--- src/rtl/usb_crc_check_if.sv ---
// rtl/usb_crc_check_if.sv - serial bit and verdict bus between the unstuffer, the CRC checker and the parser
interface usb_crc_check_if;
    logic       pkt_start;
    logic [1:0] pkt_type;
    logic       bit_in;
    logic       bit_valid;
    logic       pkt_end;
    logic       data_out;
    logic       data_valid;
    logic       busy;
    logic       done;
    logic       crc_ok;
    logic       crc_err;
    logic       len_err;

    modport master (
        output pkt_start, pkt_type, bit_in, bit_valid, pkt_end,
        input  data_out, data_valid, busy, done, crc_ok, crc_err, len_err
    );

    modport slave (
        input  pkt_start, pkt_type, bit_in, bit_valid, pkt_end,
        output data_out, data_valid, busy, done, crc_ok, crc_err, len_err
    );
endinterface

--- src/rtl/usb_crc_check.sv ---
// rtl/usb_crc_check.sv - receive-side USB CRC5/CRC16 checker that strips the CRC field from the bit stream
module usb_crc_check #(
    parameter int MAX_BYTES = 1023,
    parameter int CNT_W     = 14
) (
    input  logic             clk,
    input  logic             rst_n,
    usb_crc_check_if.slave   bus
);
    localparam logic [1:0] TYPE_TOKEN  = 2'b01;
    localparam logic [1:0] TYPE_DATA   = 2'b11;
    localparam logic [1:0] TYPE_HSHAKE = 2'b10;

    localparam logic [4:0]       POLY5    = 5'b00101;
    localparam logic [4:0]       RESID5   = 5'b01100;
    localparam logic [15:0]      POLY16   = 16'h8005;
    localparam logic [15:0]      RESID16  = 16'h800D;
    localparam logic [CNT_W-1:0] MAX_BITS = CNT_W'(MAX_BYTES * 8 + 16);
    localparam logic [CNT_W-1:0] CRC_BITS = CNT_W'(16);

    typedef enum logic [1:0] {
        IDLE  = 2'd0,
        RECV  = 2'd1,
        CHECK = 2'd2
    } state_t;

    state_t           state_q, state_d;
    logic [1:0]       type_q, type_d;
    logic [4:0]       crc5_q, crc5_d;
    logic [15:0]      crc16_q, crc16_d;
    logic [CNT_W-1:0] bitcnt_q, bitcnt_d;
    logic [15:0]      dl_q, dl_d;
    logic [4:0]       fill_q, fill_d;
    logic             dout_q, dout_d;
    logic             dvalid_q, dvalid_d;

    logic       start_ok;
    logic [4:0] width;
    logic       len_ok;
    logic       crc_bad;

    assign start_ok = bus.pkt_start && (bus.pkt_type != 2'b00);

    always_comb begin
        width = 5'd0;
        case (type_q)
            TYPE_TOKEN: width = 5'd5;
            TYPE_DATA:  width = 5'd16;
            default:    width = 5'd0;
        endcase
    end

    always_ff @(posedge clk or negedge rst_n) begin
        if (!rst_n) begin
            state_q  <= IDLE;
            type_q   <= 2'b00;
            crc5_q   <= '0;
            crc16_q  <= '0;
            bitcnt_q <= '0;
            dl_q     <= '0;
            fill_q   <= '0;
            dout_q   <= 1'b0;
            dvalid_q <= 1'b0;
        end else begin
            state_q  <= state_d;
            type_q   <= type_d;
            crc5_q   <= crc5_d;
            crc16_q  <= crc16_d;
            bitcnt_q <= bitcnt_d;
            dl_q     <= dl_d;
            fill_q   <= fill_d;
            dout_q   <= dout_d;
            dvalid_q <= dvalid_d;
        end
    end

    always_comb begin
        state_d  = state_q;
        type_d   = type_q;
        crc5_d   = crc5_q;
        crc16_d  = crc16_q;
        bitcnt_d = bitcnt_q;
        dl_d     = dl_q;
        fill_d   = fill_q;
        dout_d   = dout_q;
        dvalid_d = 1'b0;

        case (state_q)
            IDLE: begin
                if (start_ok) state_d = RECV;
            end
            RECV: begin
                if (bus.pkt_start) begin
                    // Abort: an invalid new type simply drops back to idle.
                    state_d = start_ok ? RECV : IDLE;
                end else begin
                    if (bus.bit_valid) begin
                        crc5_d  = {crc5_q[3:0], 1'b0}  ^ ((crc5_q[4]  ^ bus.bit_in) ? POLY5  : 5'd0);
                        crc16_d = {crc16_q[14:0], 1'b0} ^ ((crc16_q[15] ^ bus.bit_in) ? POLY16 : 16'd0);
                        if (bitcnt_q != {CNT_W{1'b1}}) bitcnt_d = bitcnt_q + 1'b1;
                        if (fill_q == width) begin
                            dvalid_d = 1'b1;
                            case (type_q)
                                TYPE_TOKEN: dout_d = dl_q[4];
                                TYPE_DATA:  dout_d = dl_q[15];
                                default:    dout_d = bus.bit_in;
                            endcase
                        end else begin
                            fill_d = fill_q + 5'd1;
                        end
                        dl_d = {dl_q[14:0], bus.bit_in};
                    end
                    if (bus.pkt_end) state_d = CHECK;
                end
            end
            CHECK: begin
                state_d = start_ok ? RECV : IDLE;
            end
            default: state_d = IDLE;
        endcase

        if (start_ok && (state_q != RECV || bus.pkt_start)) begin
            type_d   = bus.pkt_type;
            crc5_d   = '1;
            crc16_d  = '1;
            bitcnt_d = '0;
            dl_d     = '0;
            fill_d   = '0;
            dvalid_d = 1'b0;
        end
    end

    // (bitcnt-16)%8==0 reduces to bitcnt%8==0 once bitcnt>=16.
    always_comb begin
        len_ok  = 1'b0;
        crc_bad = 1'b0;
        case (type_q)
            TYPE_TOKEN: begin
                len_ok  = (bitcnt_q == CRC_BITS);
                crc_bad = (crc5_q != RESID5);
            end
            TYPE_DATA: begin
                len_ok  = (bitcnt_q >= CRC_BITS) && (bitcnt_q[2:0] == 3'd0) && (bitcnt_q <= MAX_BITS);
                crc_bad = (crc16_q != RESID16);
            end
            TYPE_HSHAKE: begin
                len_ok  = (bitcnt_q == '0);
                crc_bad = 1'b0;
            end
            default: begin
                len_ok  = 1'b0;
                crc_bad = 1'b0;
            end
        endcase
    end

    assign bus.data_out   = dout_q;
    assign bus.data_valid = dvalid_q;
    assign bus.busy       = (state_q != IDLE);
    assign bus.done       = (state_q == CHECK);
    assign bus.crc_err    = (state_q == CHECK) && crc_bad;
    assign bus.len_err    = (state_q == CHECK) && !len_ok;
    assign bus.crc_ok     = (state_q == CHECK) && !crc_bad && len_ok;
endmodule

--- src/flat_wrapper.sv ---
// flat-port wrapper written by rule: the top's interface ports become plain ports
module usb_crc_check_flat 
#(
    parameter int MAX_BYTES = 1023,
    parameter int CNT_W     = 14
)
  (clk, rst_n, bus_pkt_start, bus_pkt_type, bus_bit_in, bus_bit_valid, bus_pkt_end, bus_data_out, bus_data_valid, bus_busy, bus_done, bus_crc_ok, bus_crc_err, bus_len_err);
  usb_crc_check_if bus_i ();
  input  logic clk;
  input  logic rst_n;
  input wire logic [$bits(bus_i.pkt_start)-1:0] bus_pkt_start;
  input wire logic [$bits(bus_i.pkt_type)-1:0] bus_pkt_type;
  input wire logic [$bits(bus_i.bit_in)-1:0] bus_bit_in;
  input wire logic [$bits(bus_i.bit_valid)-1:0] bus_bit_valid;
  input wire logic [$bits(bus_i.pkt_end)-1:0] bus_pkt_end;
  output wire logic [$bits(bus_i.data_out)-1:0] bus_data_out;
  output wire logic [$bits(bus_i.data_valid)-1:0] bus_data_valid;
  output wire logic [$bits(bus_i.busy)-1:0] bus_busy;
  output wire logic [$bits(bus_i.done)-1:0] bus_done;
  output wire logic [$bits(bus_i.crc_ok)-1:0] bus_crc_ok;
  output wire logic [$bits(bus_i.crc_err)-1:0] bus_crc_err;
  output wire logic [$bits(bus_i.len_err)-1:0] bus_len_err;
  assign bus_i.pkt_start = bus_pkt_start;
  assign bus_i.pkt_type = bus_pkt_type;
  assign bus_i.bit_in = bus_bit_in;
  assign bus_i.bit_valid = bus_bit_valid;
  assign bus_i.pkt_end = bus_pkt_end;
  assign bus_data_out = bus_i.data_out;
  assign bus_data_valid = bus_i.data_valid;
  assign bus_busy = bus_i.busy;
  assign bus_done = bus_i.done;
  assign bus_crc_ok = bus_i.crc_ok;
  assign bus_crc_err = bus_i.crc_err;
  assign bus_len_err = bus_i.len_err;
  usb_crc_check #(.MAX_BYTES(MAX_BYTES), .CNT_W(CNT_W)) u_core (.clk(clk), .rst_n(rst_n), .bus(bus_i));
endmodule
--- config.mk ---
export PLATFORM = sky130hd
export DESIGN_NAME = usb_crc_check_flat
export DESIGN_NICKNAME = d
export VERILOG_FILES = /design/src/rtl/usb_crc_check_if.sv /design/src/rtl/usb_crc_check.sv /design/src/flat_wrapper.sv
export SDC_FILE = /design/constraint.sdc
export NUM_CORES = 1
export LEC_CHECK = 0
export CAP_MARGIN = 20
export CELL_PAD_IN_SITES_DETAIL_PLACEMENT = 1
export CELL_PAD_IN_SITES_GLOBAL_PLACEMENT = 2
export CORE_ASPECT_RATIO = 0.9
export CORE_MARGIN = 5
export CORE_UTILIZATION = 37
export DETAILED_ROUTE_END_ITERATION = 6
export PLACE_DENSITY = 0.89
export SLEW_MARGIN = 20
export SYNTH_ARGS = -nofsm -noshare
export SYNTH_HDL_FRONTEND = slang
export SYNTH_SLANG_ARGS = --single-unit
--- constraint.sdc ---
create_clock -name clk -period 2.75 [get_ports clk]
set_clock_uncertainty 0.2 [all_clocks]
set_input_delay 0.6875 -clock clk [delete_from_list [all_inputs] [get_ports clk]]
set_output_delay 0.6875 -clock clk [all_outputs]
set_load 0.01 [all_outputs]
Yosys cells after proc, flatten, opt, wreduce, memory -nomap -nowiden
Index checks and enable logic that the tools add are counted.

Flip-flop bits (word level): 62. Input bits: 8. Output and inout bits: 7. Word-level logic and storage cells: 95.

Add/sub/neg operators: 2. Order comparisons: 2. Eq/ne operators: 15. Multiplexer cells: 38. Bitwise operators: 5. Reduce and logical (&&, ||, !) cells: 24.

Operators by type and width (number): $mux 16 (9); $mux 14 (5); $mux 5 (9); $ne 16x16->1 const B (1); $xor 16x16->16 (1); $add 14x1->14 const B (1); $eq 14x5->1 const B (1); $ge 14x5->1 const B (1); $le 14x14->1 const B (1); $logic_not 14->1 (1); $ne 14x14->1 const B (1); $reduce_and 4->1 (3); $pmux 5 s2 (1); $reduce_bool 2->1 (5); $logic_and 1x1->1 (8); $eq 2x2->1 const B (3); $mux 1 (6); $mux 2 (3); $ne 2x1->1 const B (3); $pmux 2 s3 (1); $add 5x1->5 const B (1); $eq 5x5->1 (1); $ne 5x4->1 const B (1); $xor 5x5->5 (1); other kinds (14) (18).

Logic depth before layout (Yosys ltp)
Depth in word-level cells: 8. Mapped depth: 6. Depth with buffers taken out: 6.

Least setup slack after synthesis
Ideal clock, no wire load.

Kind: register to output. Start: register u_core.type_q[0]. End: output bus_crc_ok. Arrival time: 1.494 ns. Path slack: 0.368 ns. Cell stages (with the launch flop): 7. Buffers on the path: 1. Cells stage by stage: dfrtp_1 -> buf_2 -> nor2b_1 -> or3b_1 -> a21oi_1 -> o221a_2 -> and3_1.

Longest elaborated chain between the ends: 5. Elaborated cells between the ends (all ways): 8. Those cells by class: 3 x eq/ne; 2 x mux; 3 x reduce/logical.

RTL lines: from (decl) (line usb_crc_check.sv:28) `logic [1:0] type_q, type_d;`; from (signal assigned) (line usb_crc_check.sv:66) `type_q <= type_d;`; $eq 2x2->1 or $eq 2x1->1 (tied branches) (line usb_crc_check.sv:137) `case (type_q)`; $pmux 1 s2 (line usb_crc_check.sv:137); $logic_not 1->1 (line usb_crc_check.sv:163) `assign bus.crc_ok = (state_q == CHECK) && !crc_bad && len_ok;`; $logic_and 1x1->1 (line usb_crc_check.sv:163); $logic_and 1x1->1 (*) (line usb_crc_check.sv:163); to (decl) (line flat_wrapper.sv:20) `output wire logic [$bits(bus_i.crc_ok)-1:0] bus_crc_ok;`.

Mark *: on every way between the ends. The rest lies on a longest branch, timed or not.

Worst setup path after layout
Start: register u_core.crc16_q[8]. End: output bus_crc_ok.

Longest elaborated chain between the ends: 5.

RTL lines: from (decl) (line usb_crc_check.sv:30) `logic [15:0] crc16_q, crc16_d;`; from (signal assigned) (line usb_crc_check.sv:68) `crc16_q <= crc16_d;`; $ne 16x16->1 (line usb_crc_check.sv:144) `crc_bad = (crc16_q != RESID16);`; $pmux 1 s2 (line usb_crc_check.sv:137); $logic_not 1->1 (line usb_crc_check.sv:163); $logic_and 1x1->1 (2 in series) (line usb_crc_check.sv:163).

No other way between the ends.

==> impl_metrics.xml <==
<?xml version="1.0" encoding="UTF-8"?>
<metrics>
  <group name="grt">
    <metric name="grt_first_pass_wirelength" unit="um">12800</metric>
    <metric name="gr-usage-all-layers" unit="">0.161</metric>
    <metric name="grt_pass1_vias" unit="">2553</metric>
    <metric name="grt_max_degree" unit="">30</metric>
    <metric name="initial_antenna_violation_count" unit="">0</metric>
    <metric name="grt-ovfl-total" unit="">0</metric>
  </group>
  <group name="route">
    <metric name="detailedRoute.firstPassIterationCount" unit="">4</metric>
    <metric name="routed_via_density" unit="">5.10</metric>
    <metric name="drtAntennaViolNets" unit="">0</metric>
    <metric name="routed_wl" unit="um">7440</metric>
    <metric name="dr.first_iter.drc_count" unit="">88</metric>
    <metric name="drcViolationCount" unit="">0</metric>
    <metric name="via_count" unit="">2422</metric>
    <metric name="drt-wirelength-per-cell" unit="um">15.7</metric>
  </group>
  <group name="floorplan">
    <metric name="fp.dieH" unit="um">95.1</metric>
    <metric name="pin_count" unit="">15</metric>
    <metric name="die_w" unit="um">105</metric>
    <metric name="core_region_area" unit="um^2">7950</metric>
    <metric name="initial_core_util" unit="">0.374</metric>
    <metric name="fp-row-count" unit="">31</metric>
    <metric name="die_area" unit="um^2">9940</metric>
  </group>
  <group name="sta">
    <metric name="timing_hold_violations_final" unit="">0</metric>
    <metric name="slew_headroom" unit="">0.562</metric>
    <metric name="setup_tns" unit="ps">-266</metric>
    <metric name="final_critical_path_setup_slack" unit="ps">-133</metric>
    <metric name="timing.hold.ws" unit="ps">98.5</metric>
    <metric name="setup_viol" unit="">2</metric>
    <metric name="final-max-slew-violation-count" unit="">0</metric>
    <metric name="final_period_utilization" unit="">1.05</metric>
    <metric name="rsz0062_at_grt" unit="">yes</metric>
    <metric name="fmaxAchievable" unit="GHz">0.347</metric>
    <metric name="transition_time_at_the_pin_with_the_least_slew_margin" unit="ps">655</metric>
    <metric name="finalCriticalPeriod" unit="ps">2880</metric>
  </group>
  <group name="finish">
    <metric name="area_growth_from_synthesis_to_layout" unit="%">24.3</metric>
    <metric name="final_util" unit="">0.465</metric>
    <metric name="final_design_area_no_fill" unit="um^2">3700</metric>
    <metric name="filler_cell_count" unit="">937</metric>
    <metric name="final_cell_mix" unit="">87 x sky130_fd_sc_hd__nand2_1, 62 x sky130_fd_sc_hd__dfrtp_1, 33 x sky130_fd_sc_hd__buf_4, 27 x sky130_fd_sc_hd__nand3_1, 23 x sky130_fd_sc_hd__a21oi_1</metric>
    <metric name="fraction_of_final_layout_cells_with_drive_strength_greater_than_1" unit="">0.184</metric>
    <metric name="nNetsFinal" unit="">383</metric>
    <metric name="layout_commonest_cell" unit="">sky130_fd_sc_hd__nand2_1</metric>
    <metric name="num_antenna_cells" unit="">0</metric>
  </group>
  <group name="yosys">
    <metric name="syn-mean-instance-area" unit="um^2">8.99</metric>
    <metric name="combined_area_of_all_synthesized_cells" unit="um^2">2980</metric>
    <metric name="synth-warning-count" unit="">0</metric>
    <metric name="post_synthesis_sequential_area_ratio" unit="">0.521</metric>
    <metric name="ys_types" unit="">46</metric>
    <metric name="synth_edf_count" unit="">0</metric>
    <metric name="synthesis.nets" unit="">342</metric>
    <metric name="postSynthRegisterBits" unit="">62</metric>
    <metric name="synthesis.instances" unit="">331</metric>
    <metric name="async_reset_ff_frac" unit="">1.00</metric>
    <metric name="synth_flop_cell" unit="">sky130_fd_sc_hd__dfrtp_1</metric>
  </group>
  <group name="critical_path">
    <metric name="required_worst_endpoint" unit="ps">1860</metric>
    <metric name="slowest_stage" unit="">sky130_fd_sc_hd__or4_4</metric>
    <metric name="worst-path-max-fanout" unit="">2</metric>
    <metric name="setup.worst_path.end_class" unit="">output port</metric>
    <metric name="type_of_origin_of_the_critical_path" unit="">register</metric>
    <metric name="critPathArrivalTime" unit="ps">2000</metric>
    <metric name="ordered_list_of_cells_on_the_worst_path" unit="">or4_4 -&gt; nor4_4 -&gt; nand3_1 -&gt; nand3_2 -&gt; and3_4 -&gt; buf_6</metric>
    <metric name="worst-path-buf-inv" unit="">1</metric>
    <metric name="crit_family" unit="">simple AND/OR/NAND/NOR gates</metric>
    <metric name="setup.worst_path.class" unit="">register to output port</metric>
    <metric name="critPathMaxStageDelay" unit="ps">550</metric>
  </group>
  <group name="place">
    <metric name="post-dp-hpwl" unit="um">5200</metric>
    <metric name="dp_slack" unit="ps">-230</metric>
    <metric name="dpl-instance-area" unit="um^2">3440</metric>
    <metric name="place_congestion" unit="">0.809</metric>
    <metric name="port-buffer-count" unit="">14</metric>
  </group>
  <group name="outcome">
    <metric name="failed_checks" unit="">setup timing</metric>
    <metric name="run_status" unit="">finished with violations</metric>
  </group>
  <group name="clock_network">
    <metric name="cts_root_buf" unit="">sky130_fd_sc_hd__clkbuf_8</metric>
    <metric name="clock_tree.htree_level_count" unit="">3</metric>
    <metric name="tritoncts_buffer_count" unit="">9</metric>
    <metric name="cts_hold_repair.buffers" unit="">0</metric>
    <metric name="tritoncts" unit="">done</metric>
    <metric name="clock_latency" unit="ps">350</metric>
    <metric name="cts.path.max_buffers" unit="">2</metric>
    <metric name="clock-sinks" unit="">62</metric>
    <metric name="clk_pin_slew_worst_paths" unit="ps">70</metric>
  </group>
  <group name="run">
    <metric name="cap_violations" unit="">0</metric>
  </group>
  <group name="worst_hold_path">
    <metric name="worst_hold_path_type" unit="">primary input to asynchronous set/reset pin</metric>
  </group>
  <group name="power">
    <metric name="cellPowerDensity" unit="nW/um^2">554</metric>
    <metric name="leak_pwr" unit="nW">1.65</metric>
    <metric name="vdd_drop_max" unit="mV">0.208</metric>
  </group>
</metrics>
-- cell type report --
| type | count | area, um^2 | share of cell area |
|---|---|---|---|
| Inverter | 6 | 22.5 | 0.00609 |
| Clock buffer | 11 | 141 | 0.0382 |
| Sequential cell | 62 | 1550 | 0.419 |
| Clock inverter | 4 | 47.5 | 0.0128 |
| Tap cell | 99 | 124 | 0.0335 |
| Timing Repair Buffer | 49 | 414 | 0.112 |
| Multi-Input combinational cell | 244 | 1400 | 0.378 |
-- cell families after synthesis --
family / share of synthesized area
fa+ha+maj: 0.0126
simple gates: 0.291
xor+xnor: 0.0559
buf+inv: 0.0340
mux: 0.0139
flops: 0.521
compound gates: 0.0715
-- report_power, final --
group / switching [mW] / leakage, nW / total [mW] / internal [mW]
clock network: 0.356 / 0.0952 / 0.792 / 0.435
logic: 0.143 / 0.788 / 0.264 / 0.120
registers: 0.0403 / 0.762 / 0.997 / 0.956
-- per-stage QoR --
step,std cells,power [mW]
6_report,475,2.05
5_1_grt,475,2.16
4_1_cts,473,2.07
3_5_place_dp,457,1.27
3_3_place_gp,457,1.26
2_1_floorplan,331,1.14
-- sequential cells by signal (all words and copies together) (netlist names) --
| name | flops |
|---|---|
| u_core.state_q | 2 |
| u_core.crc16_q | 16 |
| u_core.dl_q | 16 |
| u_core.bus.data_valid | 1 |
| u_core.crc5_q | 5 |
| u_core.fill_q | 5 |
| u_core.type_q | 2 |
| u_core.bus.data_out | 1 |
| u_core.bitcnt_q | 14 |
-- worst paths after layout --
kind	start	endpoint	slack (ps)	cells past startpoint
max in group asynchronous	rst_n	u_core.crc16_q[6]	1620	2
hold reg to reg	u_core.crc16_q[4]	u_core.crc16_q[4]	320	2
setup / recovery	u_core.crc16_q[8]	bus_crc_ok	-130	6
hold / removal	rst_n	u_core.dl_q[9]	100	1
setup reg to reg	u_core.bitcnt_q[0]	u_core.bitcnt_q[9]	470	7
min in group clk	u_core.crc16_q[4]	u_core.crc16_q[4]	320	2
-- repair_timing --
item,4_1_cts,5_1_grt
setup buffers,1,2
endpoints found under the hold margin,0,0
pin swaps,9,6
resized for setup,15,8
setup endpoints to repair,3,3
-- cells in the mapped netlist, drive strengths merged, types with 4 or more instances --
cell type  number  area share
nor3            9       0.015
a21oi          23       0.039
nor2           23       0.030
inv             6      0.0076
dfrtp          62        0.52
xor2            4       0.012
nor4            6       0.013
nand4           6       0.015
xnor2          15       0.044
nand3          28       0.047
buf             7       0.011
clkbuf         12       0.016
nand2          88        0.11
o21ai           6       0.010
-- layer usage --
| metal | wire, um | share of wire | GRT usage | up-vias |
|---|---|---|---|---|
| met2 | 3580 | 0.48 | 0.263 | 31 |
| met3 | 232 | 0.031 | 0.0440 | 9 |
| met5 | 0 | 0 | 0 | - |
| met1 | 3550 | 0.48 | 0.212 | 1186 |
| met4 | 75 | 0.010 | 0.0453 | 0 |
| li1 | - | - | - | 1196 |
Note: power is estimated with default switching activity, not from simulation.
